File: config.mk
export PLATFORM = sky130hd
export DESIGN_NAME = reset_pulse_gen
export DESIGN_NICKNAME = d
export VERILOG_FILES = /design/src/rtl/reset_pulse_gen.sv
export SDC_FILE = /design/constraint.sdc
export NUM_CORES = 1
export LEC_CHECK = 0
export CAP_MARGIN = 20
export CORE_ASPECT_RATIO = 0.8
export CORE_MARGIN = 2
export CORE_UTILIZATION = 45
export CTS_BUF_LIST = sky130_fd_sc_hd__clkbuf_8
export CTS_CLUSTER_DIAMETER = 150
export DETAILED_ROUTE_END_ITERATION = 10
export PLACE_DENSITY = 0.63
export SLEW_MARGIN = 20
export SYNTH_ARGS = -nofsm -noshare
export SYNTH_HDL_FRONTEND = slang
export SYNTH_SLANG_ARGS = --single-unit
File: constraint.sdc
create_clock -name clk -period 1.9 [get_ports clk]
set_clock_uncertainty 0.1 [all_clocks]
set_input_delay 0.285 -clock clk [delete_from_list [all_inputs] [get_ports clk]]
set_output_delay 0.285 -clock clk [all_outputs]
set_load 0.02 [all_outputs]
File: src/rtl/reset_pulse_gen.sv
// Merges a debounced pushbutton and a software strobe into single-cycle reset pulses with a holdoff between them.
// sw_req -> pulse in 1 cycle; btn_in -> pulse in DEBOUNCE_CYCLES+4; requests while busy are dropped (counted with RESET_PULSE_DROP_CNT_EN).
module reset_pulse_gen #(
  parameter int DEBOUNCE_CYCLES = 16,
  parameter int HOLDOFF_CYCLES  = 64,
  parameter int DROP_W          = 8
) (
  input  logic              clk,
  input  logic              clr,
  input  logic              btn_in,
  input  logic              sw_req,
  output logic              reset_pulse,
`ifdef RESET_PULSE_DROP_CNT_EN
  output logic [DROP_W-1:0] drop_cnt,
`endif
  output logic              busy
);

  localparam int DB_W = $clog2(DEBOUNCE_CYCLES);
  localparam int HO_W = $clog2(HOLDOFF_CYCLES + 1);
  localparam logic [DB_W-1:0] DB_MAX = DB_W'(DEBOUNCE_CYCLES - 1);
  localparam logic [HO_W-1:0] HO_MAX = HO_W'(HOLDOFF_CYCLES - 1);

  typedef enum logic [1:0] {
    IDLE  = 2'd0,
    PULSE = 2'd1,
    HOLD  = 2'd2
  } state_t;

  state_t          r_state;
  logic            r_btn_s1;
  logic            r_btn_s2;
  logic            r_btn_db;
  logic            r_btn_db_q;
  logic            r_btn_req;
  logic [DB_W-1:0] r_db_cnt;
  logic [HO_W-1:0] r_ho_cnt;
  logic            w_req;
  logic            w_busy;

  assign w_req       = r_btn_req | sw_req;
  assign w_busy      = (r_state == PULSE) || (r_state == HOLD);
  assign reset_pulse = (r_state == PULSE);
  assign busy        = w_busy;

  always_ff @(posedge clk) begin
    if (clr) begin
      r_btn_s1   <= 1'b0;
      r_btn_s2   <= 1'b0;
      r_btn_db   <= 1'b0;
      r_btn_db_q <= 1'b0;
      r_btn_req  <= 1'b0;
      r_db_cnt   <= '0;
    end else begin
      r_btn_s1   <= btn_in;
      r_btn_s2   <= r_btn_s1;
      r_btn_db_q <= r_btn_db;
      r_btn_req  <= r_btn_db & ~r_btn_db_q;
      // The debounced level only moves after DEBOUNCE_CYCLES consecutive disagreeing samples.
      if (r_btn_s2 == r_btn_db) begin
        r_db_cnt <= '0;
      end else if (r_db_cnt == DB_MAX) begin
        r_btn_db <= r_btn_s2;
        r_db_cnt <= '0;
      end else begin
        r_db_cnt <= r_db_cnt + 1'b1;
      end
    end
  end

  always_ff @(posedge clk) begin
    if (clr) begin
      r_state  <= IDLE;
      r_ho_cnt <= '0;
    end else begin
      case (r_state)
        IDLE: begin
          if (w_req) r_state <= PULSE;
        end
        PULSE: begin
          r_ho_cnt <= HO_MAX;
          r_state  <= HOLD;
        end
        HOLD: begin
          if (r_ho_cnt == '0) r_state <= IDLE;
          else                r_ho_cnt <= r_ho_cnt - 1'b1;
        end
        default: r_state <= IDLE;
      endcase
    end
  end

`ifdef RESET_PULSE_DROP_CNT_EN
  logic [DROP_W-1:0] r_drop_cnt;

  always_ff @(posedge clk) begin
    if (clr) begin
      r_drop_cnt <= '0;
    end else if (w_req && w_busy && (r_drop_cnt != {DROP_W{1'b1}})) begin
      r_drop_cnt <= r_drop_cnt + 1'b1;
    end
  end

  assign drop_cnt = r_drop_cnt;
`endif

endmodule

==> flow_summary.toml, run 1 <==
[clock_network]
clock_latency_ns = 0.25
htree_levels = 1
ctsHoldBuffers = 0
cts_tree = "done"
cts_buffers = 3
clkTransAtPathRegs_ns = 0.07
cts.path.max_buffers = 2
clock-sinks = 18
root_buffer = "clkbuf_8"

[sta]
worstMarginPinSlew_ns = 0.538
hold_violations = 0
setup_tns_ns = 0
fin_crit_sh = 0.958
setup_viol = 0
rsz0062_at_grt = "false"
finalCriticalPeriod_ns = 1.82
slew_headroom = 0.641
drv_slew = 0
fmax_mhz = 549

[global_route]
antenna_found_initial = 0
grt_pass1_vias = 646
grt_use_total = 0.165
grt_pass1_wl_um = 2730
grt_max_degree = 16
grt_overflow = 0

[critical_path]
crit_type = "flop to flop"
r2r_slack_ns = 0.08
start_kind = "flop"
r2r_cells = 5
r2r-start = "r_ho_cnt[0]"
required_ns = 1.97
critical_path.max_fanout = 4
endpoint_kind = "flop"
timing.rr.end = "r_state[0]"
worst_ep_arrival_time_ns = 1.89

[logic_synthesis]
yosysTopAreaCellShare = 0.416
syn-cell-area_um2 = 867
ys_top_cells_by_area = "dfxtp_1 (42%), ha_1 (8.7%), nor2b_1 (4.3%)"
ys_types = 33
synth_seq_cells = 18
yosysSeqAreaShare = 0.416
synth_top_area_cell = "dfxtp_1"
yosysWarningCount = 0
synth.avg_cell_area_um2 = 9.42
synth_cells = 92
syn_nets = 102

[layout]
drive_gt1_frac = 0.186
mostFrequentLayoutCells = "dfxtp_1 (16), nor2_1 (7), nor2b_1 (6), inv_1 (5)"
n_fill_cell = 179
num_antenna_cells = 0
final_common_cell = "dfxtp_1"
postLayoutCellArea_um2 = 1040
final_nets = 113
syn_to_final_growth_pct = 19.5

[routing]
vias = 664
avgViaCountPerCell = 5.27
route.detailed.drc = 0
wl_per_cell_um = 12.4
drtIter0Drc = 27
wirelength_um = 1560
antenna_left = 0
first_pass_iters = 4

[floorplanning]
io_pins = 6
die_area_um2 = 2300
die_y_um = 43.3
rows = 14
core_area_um2 = 1860
initial_utilization = 0.467
die_x_um = 53.1

[worst_hold_path]
hold_end = "r_btn_req"
hold_class = "flop to flop"
min_path_cells = 1
min_from = "r_btn_db_q"

[place]
port_buffers = 5
gp_congestion = 0.804
dpl_cell_area_um2 = 958
dp_hpwl_um = 1200

[power]
powerDensity_nw_per_um2 = 1590
power_leakage_nw = 0.425
irDropWorstVdd_mv = 0.953

[status]
status = "complete, no violations"

[flow_run]
drv_cap = 0
-- cells by family (layout without fill, tap and decap cells) --
| group | Yosys count | in the layout | synth area share |
|---|---|---|---|
| buf+inv | 10 | 20 | 0.0433 |
| xor+xnor | 3 | 3 | 0.0303 |
| flops | 18 | 18 | 0.416 |
| simple gates | 35 | 35 | 0.242 |
| compound gates | 18 | 18 | 0.159 |
| fa+ha+maj | 6 | 6 | 0.0866 |
| mux | 2 | 2 | 0.0231 |
-- final cells by class --
type                    instances  area (um2)  area share
inverters                       7        26.3      0.0254
repair buffers                  9        77.6      0.0749
flip-flops and latches         18         363       0.350
clock buffers                   4        55.1      0.0531
multi-input cells              64         484       0.467
well taps                      24        30.0      0.0290
-- where the power goes --
part | internal, mW | switching [mW]
logic | 0.366 | 0.399
clock network | 0.184 | 0.121
registers | 0.471 | 0.105
-- sequential cells by signal (all words and copies together) (netlist names) --
register and count:
r_db_cnt 4, r_btn_db_q 1, r_btn_s1 1, r_btn_s2 1, r_btn_req 1, r_ho_cnt 7
r_btn_db 1, r_state 2
-- how the worst max path moves through the flow --
stage / from / endpoint / slack (ns) / cells after the start
2_1_floorplan: r_ho_cnt[0] / r_state[0] / 0.1 / 5
3_3_place_gp: r_ho_cnt[1] / r_state[0] / 0.07 / 5
3_5_place_dp: r_ho_cnt[1] / r_state[0] / 0.007 / 5
4_1_cts: r_ho_cnt[0] / r_state[0] / 0.03 / 5
5_1_grt: r_ho_cnt[0] / r_state[0] / 0.003 / 5
6_report: r_ho_cnt[0] / r_state[0] / 0.08 / 5
-- cell usage after synthesis --
cell	n
a211o_1	1
a211oi_1	2
a21oi_1	4
a221o_1	1
a221oi_2	1
a31o_2	1
a31oi_1	2
a41oi_1	1
and3b_1	1
and4_1	1
and4b_2	1
clkbuf_1	3
dfxtp_1	18
ha_1	6
inv_1	7
mux2i_1	2
nand2_1	4
nand2b_1	2
nand3_1	2
nand3b_1	1
nand4_1	1
nor2_1	7
nor2b_1	6
nor3_1	3
nor3b_1	1
nor4_1	1
nor4b_1	2
o21a_1	2
o31a_1	1
o31ai_1	2
or2_2	1
or4b_4	1
xor2_1	3
-- worst max-delay path, stage by stage, from the launching register on --
cell and delay [ns]:
dfxtp_2 0.34, inv_2 0.08, ha_4 0.14, or4b_4 0.46
a221o_1 0.36, a221oi_2 0.27
-- stage by stage --
step	utilization	std cells	total power [mW]	hold WS [ns]	setup slack, ns
after floorplan	-	92	1.07	0.257	0.0958
after global placement	0.516	121	1.28	0.272	0.0689
after detailed placement	0.516	121	1.29	0.287	0.00739
after CTS	0.551	126	1.62	0.297	0.0256
after global routing	0.558	126	1.78	0.329	0.00309
final	0.558	126	1.65	0.291	0.0791
-- layer usage --
metal  GRT usage  part of all wire  vias to the layer above  wire length (um)
li1            -                 -                      356                 -
met1       0.225              0.50                      289               787
met2       0.225              0.42                       14               662
met3      0.0669             0.056                        5                87
met4      0.0769             0.013                        0                21
met5           0                 0                        -                 0
-- timing repair --
item	CTS	global route
setup buffers	1	0
cloned	0	0
setup endpoints to repair	3	2
gates resized for setup	5	4
hold endpoints to repair	0	0
pin swaps	2	2
Note: power is estimated with default switching activity, not from simulation.
==> inputs of run 2 (changes only) <==
CTS_CLUSTER_DIAMETER = unset   (was 150)
GPL_ROUTABILITY_DRIVEN = 0   (was unset)
==> results of run 2 <==
Final layout, timing and power as in run 1 (identical DEF).
